### src/rtl/if_fetch_pkg.sv
// Shared definitions for the instruction-fetch stage: bus widths, the NOP
// encoding, FSM state encodings and the IF/ID payload struct.
package if_fetch_pkg;

    localparam int unsigned INST_ADDR_W = 32;   // InstAddrBus width
    localparam int unsigned INST_W      = 32;   // InstBus width
    localparam int unsigned BYTE_W      = 8;
    localparam int unsigned INST_BYTES  = INST_W / BYTE_W;
    localparam int unsigned CNT_W       = 3;    // holds 0..INST_BYTES

    // addi x0, x0, 0
    localparam logic [INST_W-1:0] NOP_INST = 32'h0000_0013;

    typedef enum logic [1:0] {
        S_IDLE  = 2'd0,
        S_FETCH = 2'd1,
        S_HOLD  = 2'd2
    } fetch_state_t;

    // Payload presented at the IF/ID boundary
    typedef struct packed {
        logic [INST_ADDR_W-1:0] pc;
        logic [INST_W-1:0]      inst;
    } if_id_t;

    // Address of byte idx of the instruction at base (32-bit modulo)
    function automatic logic [INST_ADDR_W-1:0] byte_addr(
        input logic [INST_ADDR_W-1:0] base,
        input logic [CNT_W-1:0]       idx
    );
        return base + INST_ADDR_W'(idx);
    endfunction

endpackage

### src/rtl/if_icache.sv
// Direct-mapped instruction cache for the fetch stage.
// Ports:
//   clk, rst      clock, synchronous active-high reset (clears valid bits)
//   rd_addr       lookup PC (combinational read)
//   hit_c         lookup hit (combinational)
//   rd_data_c     cached word at the lookup index (combinational)
//   we            write strobe for a completed fetch
//   wr_addr       PC of the word being written
//   wr_data       assembled instruction word
module if_icache
    import if_fetch_pkg::*;
#(
    parameter int unsigned LINES = 16
) (
    input  logic                   clk,
    input  logic                   rst,
    input  logic [INST_ADDR_W-1:0] rd_addr,
    output logic                   hit_c,
    output logic [INST_W-1:0]      rd_data_c,
    input  logic                   we,
    input  logic [INST_ADDR_W-1:0] wr_addr,
    input  logic [INST_W-1:0]      wr_data
);

    localparam int unsigned IDX_W = $clog2(LINES);
    localparam int unsigned TAG_W = INST_ADDR_W - IDX_W - 2;

    logic [INST_W-1:0] data_mem [LINES];
    logic [TAG_W-1:0]  tag_mem  [LINES];
    logic [LINES-1:0]  valid_q;

    logic [IDX_W-1:0] rd_idx;
    logic [IDX_W-1:0] wr_idx;
    logic [TAG_W-1:0] rd_tag;
    logic [TAG_W-1:0] wr_tag;
    logic [3:0]       unused_addr_bits;

    assign rd_idx = rd_addr[IDX_W+1:2];
    assign wr_idx = wr_addr[IDX_W+1:2];
    assign rd_tag = rd_addr[INST_ADDR_W-1:IDX_W+2];
    assign wr_tag = wr_addr[INST_ADDR_W-1:IDX_W+2];

    // Byte offset within a word does not select a line
    assign unused_addr_bits = {rd_addr[1:0], wr_addr[1:0]};

    // Per-line valid bits
    always_ff @(posedge clk) begin
        if (rst) begin
            valid_q <= '0;
        end else if (we) begin
            valid_q[wr_idx] <= 1'b1;
        end
    end

    // Data and tag storage; contents are qualified by valid_q only
    always_ff @(posedge clk) begin
        if (we) begin
            data_mem[wr_idx] <= wr_data;
            tag_mem[wr_idx]  <= wr_tag;
        end
    end

    assign hit_c     = valid_q[rd_idx] && (tag_mem[rd_idx] == rd_tag);
    assign rd_data_c = data_mem[rd_idx];

endmodule

### src/rtl/if_fetch.sv
// Instruction-fetch stage. Reads four little-endian bytes per instruction over
// a shared byte-wide memory port, presents pc/inst with a valid flag to IF/ID
// and applies branch/jump redirects from decode.
// Build option: define IF_ICACHE_EN to add a direct-mapped instruction cache
// (if_icache) that delivers hits one cycle after entering S_FETCH.
// Ports:
//   clk, rst       clock, synchronous active-high reset
//   stall          IF/ID does not accept this cycle
//   br, br_addr    redirect request and target (honoured only when !stall)
//   mem_req        byte read request
//   mem_addr       byte address
//   mem_gnt        request accepted this cycle
//   mem_rdata      data for the request granted in the previous cycle
//   pc_o, inst_o   fetched PC and instruction
//   inst_valid_o   pc_o/inst_o valid
module if_fetch #(
    parameter logic [31:0] RESET_PC     = 32'h0000_0000,
    parameter logic [31:0] NOP_INST     = if_fetch_pkg::NOP_INST,
    parameter int unsigned ICACHE_LINES = 16
) (
    input  logic        clk,
    input  logic        rst,
    input  logic        stall,
    input  logic        br,
    input  logic [31:0] br_addr,
    output logic        mem_req,
    output logic [31:0] mem_addr,
    input  logic        mem_gnt,
    input  logic [7:0]  mem_rdata,
    output logic [31:0] pc_o,
    output logic [31:0] inst_o,
    output logic        inst_valid_o
);

    import if_fetch_pkg::*;

    fetch_state_t           state_q, state_d;
    logic [INST_ADDR_W-1:0] fetch_pc_q, fetch_pc_d;
    logic [CNT_W-1:0]       issue_cnt_q, issue_cnt_d;
    logic [CNT_W-1:0]       recv_cnt_q, recv_cnt_d;
    logic [INST_W-1:0]      asm_buf_q, asm_buf_d;
    logic                   pending_q, pending_d;
    if_id_t                 out_q, out_d;
    logic                   valid_q, valid_d;
    logic                   req_q, req_d;
    logic [INST_ADDR_W-1:0] addr_q, addr_d;
    logic                   hit_q, hit_d;
    logic [INST_W-1:0]      hit_data_q;

    logic                   redirect;
    logic                   grant;
    logic                   entering;
    logic                   cache_we;
    logic [INST_W-1:0]      asm_word;
    logic                   cache_hit_c;
    logic [INST_W-1:0]      cache_data_c;

    assign redirect = br & ~stall;
    assign grant    = req_q & mem_gnt;
    // Final byte merged straight from the bus so completion needs no extra cycle
    assign asm_word = {mem_rdata, asm_buf_q[INST_W-BYTE_W-1:0]};

    // State and datapath registers
    always_ff @(posedge clk) begin
        if (rst) begin
            state_q     <= S_IDLE;
            fetch_pc_q  <= RESET_PC;
            issue_cnt_q <= '0;
            recv_cnt_q  <= '0;
            asm_buf_q   <= '0;
            pending_q   <= 1'b0;
            out_q.pc    <= '0;
            out_q.inst  <= NOP_INST;
            valid_q     <= 1'b0;
            req_q       <= 1'b0;
            addr_q      <= '0;
            hit_q       <= 1'b0;
            hit_data_q  <= '0;
        end else begin
            state_q     <= state_d;
            fetch_pc_q  <= fetch_pc_d;
            issue_cnt_q <= issue_cnt_d;
            recv_cnt_q  <= recv_cnt_d;
            asm_buf_q   <= asm_buf_d;
            pending_q   <= pending_d;
            out_q       <= out_d;
            valid_q     <= valid_d;
            req_q       <= req_d;
            addr_q      <= addr_d;
            hit_q       <= hit_d;
            hit_data_q  <= cache_data_c;
        end
    end

    // Next-state and datapath update
    always_comb begin
        state_d     = state_q;
        fetch_pc_d  = fetch_pc_q;
        issue_cnt_d = issue_cnt_q;
        recv_cnt_d  = recv_cnt_q;
        asm_buf_d   = asm_buf_q;
        pending_d   = 1'b0;
        out_d       = out_q;
        valid_d     = valid_q;
        cache_we    = 1'b0;

        case (state_q)
            S_IDLE: begin
                state_d = S_FETCH;
            end
            S_FETCH: begin
                if (hit_q) begin
                    out_d.pc   = fetch_pc_q;
                    out_d.inst = hit_data_q;
                    valid_d    = 1'b1;
                    fetch_pc_d = fetch_pc_q + INST_ADDR_W'(INST_BYTES);
                    state_d    = S_HOLD;
                end else begin
                    if (grant) begin
                        issue_cnt_d = issue_cnt_q + CNT_W'(1);
                        pending_d   = 1'b1;
                    end
                    // Data of the previous cycle's grant
                    if (pending_q) begin
                        asm_buf_d[{recv_cnt_q[1:0], 3'b000} +: BYTE_W] = mem_rdata;
                        recv_cnt_d = recv_cnt_q + CNT_W'(1);
                        if (recv_cnt_q == CNT_W'(INST_BYTES - 1)) begin
                            out_d.pc   = fetch_pc_q;
                            out_d.inst = asm_word;
                            valid_d    = 1'b1;
                            fetch_pc_d = fetch_pc_q + INST_ADDR_W'(INST_BYTES);
                            cache_we   = 1'b1;
                            state_d    = S_HOLD;
                        end
                    end
                end
            end
            S_HOLD: begin
                if (!stall) begin
                    valid_d     = 1'b0;
                    out_d.inst  = NOP_INST;
                    issue_cnt_d = '0;
                    recv_cnt_d  = '0;
                    state_d     = S_FETCH;
                end
            end
            default: begin
                state_d = S_IDLE;
            end
        endcase

        // Redirect overrides everything, including a completing or held fetch
        if (redirect) begin
            fetch_pc_d  = br_addr;
            valid_d     = 1'b0;
            out_d.inst  = NOP_INST;
            issue_cnt_d = '0;
            recv_cnt_d  = '0;
            pending_d   = 1'b0;
            cache_we    = 1'b0;
            state_d     = S_FETCH;
        end
    end

    // Cache is looked up with the next PC so a hit suppresses the first request
    assign entering = (state_d == S_FETCH) && ((state_q != S_FETCH) || redirect);
    assign hit_d    = entering && cache_hit_c;
    assign req_d    = (state_d == S_FETCH) && (issue_cnt_d < CNT_W'(INST_BYTES)) && !hit_d;
    assign addr_d   = req_d ? byte_addr(fetch_pc_d, issue_cnt_d) : addr_q;

`ifdef IF_ICACHE_EN
    if_icache #(
        .LINES(ICACHE_LINES)
    ) u_icache (
        .clk      (clk),
        .rst      (rst),
        .rd_addr  (fetch_pc_d),
        .hit_c    (cache_hit_c),
        .rd_data_c(cache_data_c),
        .we       (cache_we),
        .wr_addr  (fetch_pc_q),
        .wr_data  (asm_word)
    );
`else
    logic        unused_cache_we;
    logic [31:0] unused_cache_lines;

    assign cache_hit_c        = 1'b0;
    assign cache_data_c       = '0;
    assign unused_cache_we    = cache_we;
    assign unused_cache_lines = 32'(ICACHE_LINES);
`endif

    assign mem_req      = req_q;
    assign mem_addr     = addr_q;
    assign pc_o         = out_q.pc;
    assign inst_o       = out_q.inst;
    assign inst_valid_o = valid_q;

endmodule

### config.mk
export PLATFORM = sky130hd
export DESIGN_NAME = if_fetch
export DESIGN_NICKNAME = d
export VERILOG_FILES = /design/src/rtl/if_fetch_pkg.sv /design/src/rtl/if_icache.sv /design/src/rtl/if_fetch.sv
export SDC_FILE = /design/constraint.sdc
export NUM_CORES = 1
export LEC_CHECK = 0
export ABC_AREA = 1
export ABC_CLOCK_PERIOD_IN_PS = 3790
export CORE_MARGIN = 2
export CORE_UTILIZATION = 47
export CTS_CLUSTER_SIZE = 25
export DETAILED_ROUTE_END_ITERATION = 10
export GPL_ROUTABILITY_DRIVEN = 0
export GPL_TIMING_DRIVEN = 0
export PLACE_DENSITY = 0.72
export SLEW_MARGIN = 20
export SYNTH_ARGS = -nofsm -noshare
export SYNTH_HDL_FRONTEND = slang
export SYNTH_HIERARCHICAL = 1
export SYNTH_SLANG_ARGS = --single-unit
### constraint.sdc
create_clock -name clk -period 3.79 [get_ports clk]
set_clock_uncertainty 0.15 [all_clocks]
set_input_delay 0.5685 -clock clk [delete_from_list [all_inputs] [get_ports clk]]
set_output_delay 0.5685 -clock clk [all_outputs]
set_load 0.01 [all_outputs]
==> impl_metrics.yaml, run 1 <==
synthesis:
  yosysMostFrequentCell: "nand2_1"
  ys_types: 46
  ys.flop_type: "dfxtp_1"
  synth-edff-count: 0
  ys_seq_area_frac: 0.393
  ys_seq_elements: 163
  postSynthCellCount: 1179
  synth.avg_cell_area_um2: 7.04
  yosysTopAreaCell: "dfxtp_1"
  synth.net_count: 1240
  yosys-top-cells-area: "dfxtp_1, nand2_1, a21oi_1"
  yosysTopAreaCellShare: 0.393
  synthTopCellsByCount: "nand2_1, dfxtp_1, nor2_1"
  synth_warnings: 6
  synthArstFlopShare: 0
  synthesis.area_um2: 8300
final_layout:
  area_growth_pct: 28.2
  multi_input_area_um2: 4410
  num-fill-cells: 1594
  stdcell_area_um2: 10600
  fin_nets: 1401
  instances_no_fill: 1578
  regArea_um2: 3260
  diodes: 0
  layout-drive-gt1-share: 0.101
  final_util: 0.615
timing:
  tightest_slew_ns: 0.920
  finalHoldViolCount: 0
  max_slew_margin: 0.382
  fmax_mhz: 283
  setup_viol: 0
  period_share: 0.931
  slew_viol_final: 0
  hold_ws_ns: 0.307
  min_period_ns: 3.53
  rsz0062_at_grt: "false"
clocking:
  clockBufferDepth: 2
  tritoncts: "yes"
  clock-sinks: 163
  htreeDepth: 4
  numCtsBuffers: 17
  clk_pin_slew_ns: 0.07
  clock_latency_ns: 0.43
  root_buffer: "clkbuf_16"
floorplanning:
  row_count: 48
  start_util: 0.480
  io_pins: 143
  fp.dieW_um: 137
  core_area_um2: 17300
  dieArea_um2: 18700
  die_h_um: 137
routing:
  vias: 8251
  drt-total-wl_mm: 24.5
  wl_per_cell_um: 15.5
  drc: 0
  postRouteAntennaNets: 0
  avgViaCountPerCell: 5.23
  first_pass_iters: 5
  dr.first_iter.drc_count: 679
critical_path:
  critPathLaunchType: "primary input"
  cp-end-kind: "flip-flop"
  critical_path_class: "primary input to flip-flop"
  cp_max_fo: 10
  arrival_ns: 3.68
  worstPathRequired_ns: 3.94
grt:
  antenna_found_initial: 0
  grt_pass1_wl_mm: 38.6
  grt_usage: 0.266
  first_global_vias: 7526
  grt_max_degree: 20
  gr-total-overflow: 0
place:
  hpwl_mm: 19.2
  post-place-cells: 1545
  port_buffers: 141
  placed_area_um2: 9990
pwr:
  power-per-cell-area_nw_per_um2: 376
  leakagePower_nw: 4.25
  p_total_mw: 4.00
  ir_worst_vdd_uv: 323
run:
  cap_violations: 0
status:
  status: "complete, no violations"
worst_hold_path:
  hold_class: "flip-flop to flip-flop"
-- metal layers --
layer | GRT usage | vias up | wire [um]
li1 | - | 4184 | -
met1 | 0.385 | 3725 | 11800
met2 | 0.404 | 294 | 10600
met3 | 0.0404 | 48 | 1560
met4 | 0.0934 | 0 | 548
met5 | 0 | - | 0
-- path summary, 6_finish.rpt --
path / cells after the start / endpoint / from / slack [ns]
max: 21 / mem_addr[18] / stall / 0.26
min: 2 / recv_cnt_q[2] / recv_cnt_q[2] / 0.31
max reg2reg: 22 / mem_addr[22] / recv_cnt_q[1] / 0.30
min reg2reg: 2 / recv_cnt_q[2] / recv_cnt_q[2] / 0.31
-- power by group --
group,switching (mW),total [mW],internal (mW)
Combinational,0.290,0.494,0.204
Sequential,0.0517,1.82,1.77
Clock,0.755,1.68,0.925
Total,1.10,4.00,2.90
-- critical path, stage by stage --
cell             delay (ns)
clkdlybuf4s50_1        0.51
inv_1                  0.05
nand2_1                0.08
buf_6                  0.16
clkinvlp_4             0.15
or2_2                  0.29
o21ai_0                0.15
inv_1                  0.09
ha_1                   0.24
fa_1                   0.39
nand2_1                0.08
inv_1                  0.05
nor2_2                 0.12
nor2_4                 0.07
inv_1                  0.08
nor2_2                 0.05
nand3_2                0.09
nor2_4                 0.05
nand2_2                0.11
xor2_1                 0.21
a21oi_1                0.09
-- per-stage QoR --
step | setup slack (ns) | TNS (ns)
4_1_cts | 0.0175 | 0
3_3_place_gp | -0.692 | -11.62
6_report | 0.263 | 0
5_1_grt | 0.0283 | 0
3_5_place_dp | -0.712 | -12.28
2_1_floorplan | 0.474 | 0
-- flip-flops by register name (all words and copies together), names as in the netlist --
| register | flops |
|---|---|
| fetch_pc_q | 32 |
| inst_o | 32 |
| mem_addr | 32 |
| pc_o | 32 |
| asm_buf_q | 24 |
| issue_cnt_q | 3 |
| recv_cnt_q | 3 |
| state_q | 2 |
| inst_valid_o | 1 |
| mem_req | 1 |
| pending_q | 1 |
-- layout make-up --
cell class	count	area share
multi-input combinational	856	0.415
inverter	107	0.0383
clock buffer	18	0.0403
tap	225	0.0265
buffer	51	0.0252
sequential	163	0.307
timing repair buffer	144	0.135
clock inverter	14	0.0135
-- what timing repair did --
| item | in CTS | in global routing |
|---|---|---|
| gates resized for setup | 1 | 15 |
| setup endpoints to repair | 16 | 21 |
| pin swaps | 0 | 1 |
| buffers inserted | 0 | 3 |
| hold buffers | 0 | 0 |
-- cells by family after synthesis --
kind of cell             synth area share
flip-flops                          0.393
AO/OA/AOI/OAI                       0.140
adder cells (fa/ha/maj)            0.0250
AND/OR/NAND/NOR                     0.348
XOR/XNOR                           0.0148
buffers and inverters              0.0790
-- cell usage in the layout, fill, tap and decap left out, types with 4 or more instances in the layout --
master             n
buf_2              6
ha_1              14
or3_1             16
nor3_1             8
nor2_4            13
nor2_2            13
buf_4              4
clkdlybuf4s50_1  141
nand3_1           97
clkinv_4           5
o21ai_0           66
nand2_2            9
nand2_1          276
clkbuf_16         17
xor2_1            13
inv_1             98
nor2_1           116
inv_6              4
a21oi_1          113
o21ai_1            4
nand3b_1           4
inv_2              4
o21a_1             9
nand3_2           10
clkbuf_1          36
dfxtp_1          162
nand4_1           22
buf_6              5
or2_2             21
No activity file was read; power rests on OpenSTA's default activity.
==> run 2: changes to the inputs <==
--- a/config.mk
+++ b/config.mk
@@ -8,13 +8,12 @@
 export ABC_AREA = 1
 export ABC_CLOCK_PERIOD_IN_PS = 3790
 export CORE_MARGIN = 2
-export CORE_UTILIZATION = 47
+export CORE_UTILIZATION = 54
 export CTS_CLUSTER_SIZE = 25
 export DETAILED_ROUTE_END_ITERATION = 10
 export GPL_ROUTABILITY_DRIVEN = 0
 export GPL_TIMING_DRIVEN = 0
-export PLACE_DENSITY = 0.72
-export SLEW_MARGIN = 20
+export PLACE_DENSITY = 0.81
 export SYNTH_ARGS = -nofsm -noshare
 export SYNTH_HDL_FRONTEND = slang
 export SYNTH_HIERARCHICAL = 1
==> run 2 against run 1 <==
Non-clock buffer count unchanged; critical path depth increased by 3; critical path type unchanged; fmax is 2.3% lower; utilization is 8.9 points higher; largest power group unchanged; sequential share of layout area up 0.062 points; wire length is 1.3% lower; combinational power about the same; first-iteration DRC count grew 35%; register-to-register slack worse by 0.04 ns; sequential power barely moved.
==> impl_metrics.yaml, run 2 (synthesis gave the netlist of run 1 again) <==
status:
  status: "complete, no violations"
routing:
  drt-total-wl_mm: 24.1
  wl_per_cell_um: 15.7
  first_pass_iters: 5
  dr.first_iter.drc_count: 914
  avgViaCountPerCell: 5.45
  postRouteAntennaNets: 0
  vias: 8401
  drc: 0
worst_hold_path:
  hold_class: "flip-flop to flip-flop"
  min_from: "inst_o[12]"
grt:
  grt_max_degree: 20
  antenna_found_initial: 0
  gr-total-overflow: 0
  first_global_vias: 7648
  grt_pass1_wl_mm: 38.3
  grt_usage: 0.296
critical_path:
  critPathLaunchType: "primary input"
  timing.critical_path.from: "stall"
  worst-r2r-setup-slack_ns: 0.26
  cp-end-kind: "flip-flop"
  cp_max_fo: 10
  critical_path_class: "primary input to flip-flop"
  worstPathRequired_ns: 3.96
  arrival_ns: 3.78
  worstReg2RegStart: "recv_cnt_q[0]"
floorplanning:
  row_count: 45
  dieArea_um2: 16400
  core_area_um2: 15100
  start_util: 0.550
  die_h_um: 128
  fp.dieW_um: 128
  io_pins: 143
pwr:
  ir_worst_vdd_uv: 321
  switching_share: 0.267
  p_total_mw: 4.14
  power_frac_seq: 0.440
  p_comb_frac: 0.119
  power-per-cell-area_nw_per_um2: 390
  power_frac_clock: 0.441
  p_sw_mw: 1.11
  leakagePower_nw: 4.27
  p_int_mw: 3.03
timing:
  setup_viol: 0
  min_period_ns: 3.61
  max_slew_margin: 0.491
  tightest_slew_ns: 0.764
  hold_ws_ns: 0.315
  setup_ws_ns: 0.181
  finalSetupTns_ns: 0
  period_share: 0.952
  slew_viol_final: 0
  fmax_mhz: 277
  finalHoldViolCount: 0
final_layout:
  diodes: 0
  layout-drive-gt1-share: 0.0983
  num-fill-cells: 1270
  final_util: 0.704
  stdcell_area_um2: 10600
  fin_nets: 1401
  layout_common_cells: "nand2_1, dfxtp_1, clkdlybuf4s50_1"
  instances_no_fill: 1541
  mostFrequentLayoutCell: "nand2_1"
  area_growth_pct: 27.9
clocking:
  numCtsBuffers: 17
  root_buffer: "clkbuf_16"
  htreeDepth: 4
  tritoncts: "yes"
  clock_latency_ns: 0.44
  clock-sinks: 163
  clk_pin_slew_ns: 0.07
  clockBufferDepth: 2
  holdBufCountCts: 0
place:
  pre_cts_ws_ns: -0.695
  post-place-cells: 1508
  placed_area_um2: 9950
  hpwl_mm: 18.4
  port_buffers: 141
run:
  cap_violations: 0
==> run 2: changes by cell type in the layout (fill, tap and decap cells not counted), sizes merged <==
| cell | change |
|---|---|
| inv | +2 |
| clkinv | -5 |
| bufinv | +2 |
| clkinvlp | +1 |
==> run 2: worst paths after layout <==
kind,to,cells past startpoint
worst min register to register,inst_o[12],2
worst max register to register,mem_addr[27],22
worst min-delay path,inst_o[12],2
worst max-delay path,mem_addr[28],24
==> run 2: power by group through the flow <==
stage	clock, mW	combinational (mW)	sequential [mW]
2_1_floorplan	0	0.259	1.86
3_3_place_gp	0	0.471	1.86
3_5_place_dp	0	0.473	1.86
4_1_cts	1.82	0.478	1.82
5_1_grt	1.89	0.536	1.83
6_report	1.82	0.492	1.82
==> run 2: per-layer routing <==
layer,GRT usage,share of wire,up-vias
met5,0,0,-
met4,0.102,0.026,0
met3,0.0618,0.077,50
met2,0.455,0.43,353
met1,0.415,0.46,3824
li1,-,-,4174
==> run 2: final cells by class <==
class | count | area, um^2 | area share
inverters | 107 | 408 | 0.0384
plain buffers | 51 | 268 | 0.0252
well taps | 188 | 235 | 0.0222
flip-flops and latches | 163 | 3260 | 0.307
multi-input cells | 856 | 4390 | 0.414
clock buffers | 18 | 429 | 0.0404
repair buffers | 144 | 1430 | 0.135
clock inverters | 14 | 189 | 0.0178
==> run 2: timing repair <==
item                       4_1_cts  5_1_grt
setup endpoints to repair       16       17
buffers inserted                 0        3
resized for setup                1       13
==> run 2: critical path, cell delays in order <==
cell and delay (ns):
clkdlybuf4s50_1 0.52, inv_1 0.06, nand2_1 0.08, buf_6 0.16, clkinvlp_4 0.13, or2_2 0.29
o21ai_0 0.13, inv_1 0.09, ha_1 0.24, fa_1 0.39, nand2_1 0.08, inv_1 0.04
nor2_1 0.17, nor2_4 0.08, inv_1 0.08, nor2_2 0.06, nand3_2 0.09, nor2_4 0.05
nand2_2 0.12, nor2_4 0.05, nand2_1 0.07, nand2_1 0.05, nand2_1 0.09, a21oi_1 0.07
